### src/rtl/collision_scanner.sv
// Sequential ship/meteor collision scanner: snapshots all positions on start,
// tests one meteor per clock, then publishes double-buffered results with a done pulse.

module collision_box_hit #(
  parameter int X_W         = 10,
  parameter int Y_W         = 9,
  parameter int SHIP_WIDTH  = 40,
  parameter int SHIP_HEIGHT = 15,
  parameter int METEOR_SIZE = 30
) (
  input  logic           active_i,
  input  logic [X_W-1:0] sx_i,
  input  logic [Y_W-1:0] sy_i,
  input  logic [X_W-1:0] mx_i,
  input  logic [Y_W-1:0] my_i,
  output logic           hit_o
);
  // Two guard bits so coordinate + box size can never wrap.
  localparam int CW = ((X_W > Y_W) ? X_W : Y_W) + 2;

  logic [CW-1:0] sx, sy, mx, my;

  assign sx = CW'(sx_i);
  assign sy = CW'(sy_i);
  assign mx = CW'(mx_i);
  assign my = CW'(my_i);

  // Strict compares: edge-adjacent boxes do not collide.
  assign hit_o = active_i
              && (mx < sx + CW'(SHIP_WIDTH))
              && (mx + CW'(METEOR_SIZE) > sx)
              && (my < sy + CW'(SHIP_HEIGHT))
              && (my + CW'(METEOR_SIZE) > sy);
endmodule

module collision_scanner #(
  parameter int N_METEORS   = 6,
  parameter int X_W         = 10,
  parameter int Y_W         = 9,
  parameter int SHIP_WIDTH  = 40,
  parameter int SHIP_HEIGHT = 15,
  parameter int METEOR_SIZE = 30,
  parameter bit STICKY      = 1'b0,
  localparam int IDX_W      = (N_METEORS > 1) ? $clog2(N_METEORS) : 1,
  localparam int CNT_W      = $clog2(N_METEORS + 1)
) (
  input  logic                 clk,
  input  logic                 reset,
  input  logic                 start,
  input  logic                 clear,
  input  logic [X_W-1:0]       ship_x,
  input  logic [Y_W-1:0]       ship_y,
  input  logic [X_W-1:0]       meteor_x [N_METEORS],
  input  logic [Y_W-1:0]       meteor_y [N_METEORS],
  input  logic [N_METEORS-1:0] meteor_active,
  output logic                 busy,
  output logic                 done,
  output logic                 collision,
  output logic [N_METEORS-1:0] meteor_collisions,
  output logic [IDX_W-1:0]     first_hit_idx,
  output logic [CNT_W-1:0]     hit_count
);
  typedef enum logic [1:0] {IDLE, SCAN, PUBLISH} state_e;

  state_e               state_q, state_d;
  logic [IDX_W-1:0]     idx_q, idx_d;
  logic [N_METEORS-1:0] scr_q, scr_d;
  logic [N_METEORS-1:0] pub_q, pub_d;
  logic [IDX_W-1:0]     fh_q, fh_d;
  logic [CNT_W-1:0]     hc_q, hc_d;

  logic [X_W-1:0]       sx_q;
  logic [Y_W-1:0]       sy_q;
  logic [X_W-1:0]       mx_q [N_METEORS];
  logic [Y_W-1:0]       my_q [N_METEORS];
  logic [N_METEORS-1:0] act_q;

  logic                 accept;
  logic                 cur_hit;
  logic [IDX_W-1:0]     first_c;
  logic [CNT_W-1:0]     cnt_c;

  collision_box_hit #(
    .X_W(X_W), .Y_W(Y_W), .SHIP_WIDTH(SHIP_WIDTH),
    .SHIP_HEIGHT(SHIP_HEIGHT), .METEOR_SIZE(METEOR_SIZE)
  ) u_hit (
    .active_i (act_q[idx_q]),
    .sx_i     (sx_q),
    .sy_i     (sy_q),
    .mx_i     (mx_q[idx_q]),
    .my_i     (my_q[idx_q]),
    .hit_o    (cur_hit)
  );

  // Summary of the scratch flags, consumed only in PUBLISH when scratch is complete.
  always_comb begin
    first_c = '0;
    cnt_c   = '0;
    for (int i = N_METEORS - 1; i >= 0; i--)
      if (scr_q[i]) first_c = IDX_W'(i);
    for (int i = 0; i < N_METEORS; i++)
      cnt_c = cnt_c + CNT_W'(scr_q[i]);
  end

  always_comb begin
    state_d = state_q;
    idx_d   = idx_q;
    scr_d   = scr_q;
    pub_d   = pub_q;
    fh_d    = fh_q;
    hc_d    = hc_q;
    accept  = 1'b0;
    if (clear) begin
      pub_d = '0;
      fh_d  = '0;
      hc_d  = '0;
    end
    case (state_q)
      IDLE: begin
        if (start) begin
          accept  = 1'b1;
          scr_d   = '0;
          idx_d   = '0;
          state_d = SCAN;
        end
      end
      SCAN: begin
        scr_d[idx_q] = cur_hit;
        if (idx_q == IDX_W'(N_METEORS - 1)) state_d = PUBLISH;
        else                                idx_d   = idx_q + IDX_W'(1);
      end
      PUBLISH: begin
        // A coincident clear drops the old flags but keeps this scan's hits.
        pub_d   = (STICKY && !clear) ? (pub_q | scr_q) : scr_q;
        fh_d    = first_c;
        hc_d    = cnt_c;
        state_d = IDLE;
      end
      default: state_d = IDLE;
    endcase
  end

  always_ff @(posedge clk) begin
    if (reset) begin
      state_q <= IDLE;
      idx_q   <= '0;
      scr_q   <= '0;
      pub_q   <= '0;
      fh_q    <= '0;
      hc_q    <= '0;
    end else begin
      state_q <= state_d;
      idx_q   <= idx_d;
      scr_q   <= scr_d;
      pub_q   <= pub_d;
      fh_q    <= fh_d;
      hc_q    <= hc_d;
    end
  end

  always_ff @(posedge clk) begin
    if (reset) begin
      sx_q  <= '0;
      sy_q  <= '0;
      act_q <= '0;
      for (int i = 0; i < N_METEORS; i++) begin
        mx_q[i] <= '0;
        my_q[i] <= '0;
      end
    end else if (accept) begin
      sx_q  <= ship_x;
      sy_q  <= ship_y;
      act_q <= meteor_active;
      for (int i = 0; i < N_METEORS; i++) begin
        mx_q[i] <= meteor_x[i];
        my_q[i] <= meteor_y[i];
      end
    end
  end

  // In the done cycle the fresh results are already visible alongside the pulse.
  assign busy              = (state_q != IDLE);
  assign done              = (state_q == PUBLISH);
  assign meteor_collisions = done ? pub_d : pub_q;
  assign first_hit_idx     = done ? fh_d  : fh_q;
  assign hit_count         = done ? hc_d  : hc_q;
  assign collision         = |meteor_collisions;
endmodule

### config.mk
export PLATFORM = sky130hd
export DESIGN_NAME = collision_scanner
export DESIGN_NICKNAME = d
export VERILOG_FILES = /design/src/rtl/collision_scanner.sv
export SDC_FILE = /design/constraint.sdc
export NUM_CORES = 1
export LEC_CHECK = 0
export ABC_AREA = 1
export CAP_MARGIN = 20
export CELL_PAD_IN_SITES_DETAIL_PLACEMENT = 1
export CELL_PAD_IN_SITES_GLOBAL_PLACEMENT = 1
export CORE_ASPECT_RATIO = 1.1
export CORE_MARGIN = 2
export CORE_UTILIZATION = 43
export CTS_CLUSTER_DIAMETER = 40
export CTS_CLUSTER_SIZE = 8
export DETAILED_ROUTE_END_ITERATION = 8
export HOLD_SLACK_MARGIN = 0.06
export PLACE_DENSITY_LB_ADDON = 0.1
export SLEW_MARGIN = 20
export SYNTH_ARGS = -nofsm -noshare
export SYNTH_HDL_FRONTEND = slang
export SYNTH_SLANG_ARGS = --single-unit
### constraint.sdc
create_clock -name clk -period 9.5 [get_ports clk]
set_input_delay 2.375 -clock clk [delete_from_list [all_inputs] [get_ports clk]]
set_output_delay 2.375 -clock clk [all_outputs]
set_load 0.03 [all_outputs]
==> run metrics, run 1 <==
aggregate global routing overflow=0; antenna-violating nets left=0; Post-synth EDFFs=~110; final setup TNS=0 ns; cell area power density=about 170 mW/mm2; status=complete, no violations; clk buf depth=2; most used flip-flop cell after synthesis=edfxtp_1; I/O Buffers=between 150 and 200; RD Place Congestion=between 0.8 and 0.9; Worst Skew=0.0123 ns; CP peak stage delay=around 0.67 ns; CTS Buf Count=17; Final Hold Viols=0; die width=about 140 um; Overall Power=1.89 mW; Skew-Pair Late Insertion Delay=0.44 ns; number of max-cap violations=0; Row Count=55; startpoint class of the critical path=flop; postcts setup bufs=0; post-route clock period utilization=between 60% and 70%; library cells used by synthesis=38; Top cell by count, worst path=fa_1; Reg2Reg Setup Slack=5.28 ns; HPWL Detailed=~17,000 um; post_cts resized=0; Max Slew Vio Count=0; placed inst area=between 0.01 and 0.015 mm2; per-cell routed wire length=roughly 16 um; # DRC=0; htree depth=4; Clock Sink Count=around 170; CP Data Arrival Time=3.44 ns; DR vias=between 7,000 and 8,000; Period minus WS final=~5.8 ns; CP delay by family, top=adder cells; Min Hold Slack=approximately 0.48 ns; Worst Tran Pin Value=around 0.97 ns; first-pass GRT wire length=37,800 um; root buf cell=clkbuf_16; Worst-path clk slew=0.07 ns; final WL=about 23,000 um; Ys Warns=0; Slowest-stage cell, CP=clkdlybuf4s50_1; CTS tree=done; Via density=around 5.0; Peak Freq=roughly 170 MHz; worst-path cell chain=fa_1, inv_1, fa_1, inv_1, ha_1, fa_1, nand2_1, nand2_1, clkdlybuf4s50_1; nature of the critical path endpoint=output port; largest net degree at the start of global routing=88; nets=1,403; initial core utilization=a little over two fifths; initial antenna violation count=0; unrepaired setup endpoints after global routing=no; Crit Path Max Fanout=4; final setup fails=0; CP Data Required Time=7.13 ns; Die Y=155 um; die area=roughly 0.022 mm2; sequential fraction of the synthesis area=approximately 50%; Ant. Diodes=0; Tot GR Track Use=between 20% and 30%; Mapped Area=between 0.008 and 0.009 mm2; core area=0.0205 mm2; Mapped Cells=between 1,000 and 1,500; Slew headroom=roughly a third; IO Pins=approximately 160; critical path class=flop to output port; synthesis-to-layout area growth=25.5%; Min-Delay Path Class=flop to flop; share of layout cells above drive strength 1=5.30%; post-route design area=0.0112 mm2; VDD IR max=a little over 100 uV; Synthesized Nets=between 1,000 and 1,500; 1st-iter DRT viols=approximately 420; WP buf/inv=3; vias in the first global route=about 7,600; flop and latch count out of synthesis=165; Leakage=4.96 nW; hold buffers post-CTS=0; ys async rst share=0%; syn_area_per_cell=8.29 um2; drt pass-1 iters=5
-- cells in the final DEF (no fill, tap or decap), drive strengths merged, types with 4 or more instances in the layout --
cell type	instances
nor2	165
ha	44
o21a	7
clkbuf	17
edfxtp	114
xor2	18
xnor2	5
o22ai	5
nor3	8
nand4	6
a21oi	58
nand3	78
inv	205
clkinv	4
clkdlybuf4s50	157
o21ai	66
dfxtp	51
nand2	204
-- cells in the mapped netlist (3+ instances only) --
| cell | count | area share, % |
|---|---|---|
| inv_2 | 4 | 0.17 |
| nand3_1 | 77 | 4.3 |
| o22ai_1 | 5 | 0.35 |
| nand4_1 | 5 | 0.35 |
| xnor2_1 | 5 | 0.49 |
| dfxtp_1 | 51 | 11 |
| nand2_2 | 3 | 0.21 |
| o21ai_1 | 13 | 0.73 |
| fa_1 | 3 | 0.67 |
| o21ai_0 | 48 | 2.7 |
| xor2_1 | 18 | 1.8 |
| clkbuf_1 | 17 | 0.71 |
| nor3_1 | 8 | 0.45 |
| buf_2 | 7 | 0.39 |
| buf_6 | 4 | 0.50 |
| o21a_1 | 7 | 0.59 |
| nand2_1 | 200 | 8.4 |
| nor2_1 | 165 | 6.9 |
| a21oi_1 | 47 | 2.6 |
| ha_1 | 44 | 6.2 |
| buf_1 | 10 | 0.42 |
| inv_1 | 190 | 8.0 |
| o21ai_2 | 5 | 0.49 |
| edfxtp_1 | 114 | 38 |
| a21oi_2 | 11 | 1.1 |
-- final cells by class --
| cell class | instances | area [um2] |
|---|---|---|
| clock buffers | 17 | 425 |
| clock inverters | 15 | 154 |
| fillers | 2479 | 9300 |
| inverters | 195 | 737 |
| multi-input cells | 675 | 3540 |
| flip-flops and latches | 165 | 4450 |
| well taps | 256 | 320 |
| repair buffers | 159 | 1590 |
-- routing by layer --
layer,up-vias,track usage [%],wire length [um]
li1,3701,-,-
met1,3474,28.7,10300
met2,165,37.3,11400
met3,32,3.51,953
met4,0,7.00,418
met5,-,0,0
-- through the flow --
step                      utilization [%]  std cells  setup WS [ns]
after floorplan                         -       1077           3.08
after global placement               51.8       1450           3.92
after detailed placement             51.8       1450           3.88
after CTS                            54.6       1482           3.65
after global routing                 54.6       1482           3.51
final                                54.6       1482           3.69
-- report_power, final --
group	internal (mW)	switching [mW]
sequential	0.821	0.0245
combinational	0.151	0.208
clock	0.352	0.330
-- worst min-delay path: cells and delay by family (launching register included) --
kind | cells | cell delay [ns]
and+or+nand+nor | 2 | 0.13
DFF | 1 | 0.32
-- cell families (layout without fill, tap and decap cells) --
family / Yosys count / count (layout) / synth area share [%]
compound gates: 141 / 141 / 8.97
xor+xnor: 23 / 23 / 2.26
fa+ha+maj: 47 / 47 / 6.84
buf+inv: 237 / 386 / 10.8
flops: 165 / 165 / 49.8
simple gates: 464 / 464 / 21.4
-- registers in the layout, summed over array words and instances, names as in the netlist, 3 cells and up, named ones only --
register and flops:
idx_q 3, scr_q 6, sx_q 10, mx_q 60, act_q 6, hc_q 3, pub_q 6, my_q 54
fh_q 3, sy_q 9
-- worst paths after layout --
path,cells after the start,startpoint,endpoint
worst max-delay path,9,scr_q[0],hit_count[1]
worst min-delay path,2,state_q[0],state_q[1]
worst max register to register,21,flop,scr_q[5]
worst min register to register,2,state_q[0],state_q[1]
Note: power is estimated with default switching activity, not from simulation.
==> run 2: changes to the inputs <==
--- a/config.mk
+++ b/config.mk
@@ -11,7 +11,7 @@
 export CELL_PAD_IN_SITES_GLOBAL_PLACEMENT = 1
 export CORE_ASPECT_RATIO = 1.1
 export CORE_MARGIN = 2
-export CORE_UTILIZATION = 43
+export CORE_UTILIZATION = 36
 export CTS_CLUSTER_DIAMETER = 40
 export CTS_CLUSTER_SIZE = 8
 export DETAILED_ROUTE_END_ITERATION = 8
==> constraint.sdc (replaced) <==
create_clock -name clk -period 5.3 [get_ports clk]
set_input_delay 1.325 -clock clk [delete_from_list [all_inputs] [get_ports clk]]
set_output_delay 1.325 -clock clk [all_outputs]
set_load 0.03 [all_outputs]
==> run metrics, run 2 (synthesized netlist as in run 1, its figures left out) <==
core area=0.0244 mm2 (+19%); Reg with most FFs=mx_q; VDD IR max=186 uV (+79%); Internal Pwr Total=2.46 mW (+86%); Worst Tran Pin Value=0.813 ns (-0.157 ns); most frequent cells in the layout=198 x nand2_1, 190 x inv_1, 165 x nor2_1, 157 x clkdlybuf4s50_1, 114 x edfxtp_1; critical path class=flop to output port; Min-Delay Path Class=flop to flop; reg2reg path depth=21 (unchanged); Worst-path clk slew=0.07 ns (about the same); Slowest-stage cell, CP=clkdlybuf4s50_1; DR vias=7,314 (-0.79%); cell area power density=301 mW/mm2 (+79%); Top cell by count, worst path=fa_1; pre-CTS setup slack=1.06 ns (-2.82 ns); clk buf depth=2 (unchanged); antenna-violating nets left=0 (unchanged); nets=1,412 (+0.64%); per-cell routed wire length=15.0 um (-3.6%); die area=0.0261 mm2 (+19%); nature of the critical path endpoint=output port; Tot GR Track Use=18.1% (-3.8 points); RD Place Congestion=0.778 (-6.1%); synthesis-to-layout area growth=27.3%; HPWL Detailed=17,200 um (+3.4%); Crit Path Max Fanout=4 (unchanged); CTS tree=done; Final Hold Viols=0 (unchanged); # DRC=0 (unchanged); hold buffers post-CTS=0 (unchanged); Slew headroom=45.8% (+11 points); CP peak stage delay=0.67 ns (about the same); final setup fails=0 (unchanged); WP buf/inv=3 (unchanged); max reg flops=60 (unchanged); die width=154 um (+9.0%); hold path depth=2 (unchanged); Worst Skew=0.00951 ns (-0.00276 ns); 1st-iter DRT viols=277 (-35%); Clock power frac=36.9% (+0.7 points); vias in the first global route=7,472 (-1.0%); final setup TNS=0 ns (unchanged); instance count on the critical path=9 (unchanged); worst-path cell chain=fa_1, inv_1, fa_1, inv_1, ha_1, fa_1, nand2_1, nand2_1, clkdlybuf4s50_1; post-route clock period utilization=approximately 90%; largest net degree at the start of global routing=70 (-20%); CP Data Arrival Time=3.35 ns (-0.09 ns); commonest non-fill, non-tap cell in the layout=nand2_1; first-pass GRT wire length=37,300 um (-1.3%); share of layout cells above drive strength 1=5.91% (+0.61 points); initial antenna violation count=0 (unchanged); unrepaired setup endpoints after global routing=no; Flop pwr share=43.9% (-0.9 points); htree depth=4 (unchanged); Row Count=60 (+9.1%); Ant. Diodes=0 (unchanged); fin worst setup slack=0.622 ns (-3.07 ns); drt pass-1 iters=4 (-1); I/O Buffers=157 (unchanged); Leakage=5.01 nW (+1.1%); postcts setup bufs=0 (unchanged); status=complete, no violations; startpoint class of the critical path=flop; IO Pins=158 (unchanged); post_cts resized=0 (unchanged); Peak Freq=between 200 and 250 MHz; Overall Power=3.42 mW (+81%); Die Y=169 um (+9.1%); sw frac=28.2% (-1.6 points); CP delay by family, top=adder cells; Period minus WS final=4.68 ns; biggest regs=mx_q x60, my_q x54, sx_q x10; switching pwr=0.963 mW (+71%); final WL=23,200 um (+0.49%); number of max-cap violations=0 (unchanged); aggregate global routing overflow=0 (unchanged); Clock Sink Count=165 (unchanged); initial core utilization=36.6% (-6.9 points); root buf cell=clkbuf_16; Via density=4.73 (-4.8%); CP Data Required Time=3.97 ns (-3.16 ns); Gate power share=19.1% (about the same); CTS Buf Count=17 (unchanged); Max Slew Vio Count=0 (unchanged); Skew-Pair Late Insertion Delay=0.43 ns (about the same)
run 2: cell types whose count changed in the layout (fill, tap and decap cells not counted), sizes merged:
cell	delta
buf	+9
bufinv	+2
clkinv	-2
inv	-2
clkbuf	+1
clkinvlp	+1
run 2: per-stage QoR:
stage,hold slack [ns],cell area (um2),util [%],instances
2_1_floorplan,0.445,8930,-,1077
3_3_place_gp,0.458,10800,44.2,1513
3_5_place_dp,0.461,10800,44.2,1513
4_1_cts,0.472,11400,46.6,1545
5_1_grt,0.490,11400,46.6,1545
6_report,0.471,11400,46.6,1545
run 2: power groups by stage:
| stage | sequential [mW] | clock (mW) | combinational, mW |
|---|---|---|---|
| floorplan | 1.52 | 0 | 0.420 |
| global placement | 1.53 | 0 | 0.647 |
| detailed placement | 1.53 | 0 | 0.666 |
| CTS | 1.50 | 1.29 | 0.670 |
| global route | 1.51 | 1.34 | 0.750 |
| finish | 1.50 | 1.26 | 0.654 |
run 2: tightest hold or removal path: stages (launching register included):
cell	delay [ns]
dfxtp_1	0.31
nand2_1	0.06
a21oi_1	0.05
run 2: layout make-up:
type | count | area, um2
Clock buffer | 18 | 429
Clock inverter | 14 | 164
Fill cell | 2901 | 13000
Inverter | 195 | 737
Multi-Input combinational cell | 675 | 3540
Sequential cell | 165 | 4450
Tap cell | 310 | 388
Timing Repair Buffer | 168 | 1670
run 2: path summary, 6_finish.rpt:
| path | slack (ns) | startpoint | endpoint |
|---|---|---|---|
| setup reg to reg | 1.78 | flop | scr_q[0] |
| hold reg to reg | 0.47 | act_q[0] | act_q[0] |
| hold / removal | 0.47 | act_q[0] | act_q[0] |
| setup / recovery | 0.62 | scr_q[0] | hit_count[1] |
run 2: layer usage:
layer | part of all wire [%] | track usage (%) | vias to the layer above | routed length [um]
met3 | 2.8 | 2.68 | 12 | 659
met1 | 47 | 23.0 | 3462 | 10900
met5 | 0 | 0 | - | 0
met2 | 49 | 32.3 | 114 | 11400
li1 | - | - | 3726 | -
met4 | 0.95 | 4.88 | 0 | 220
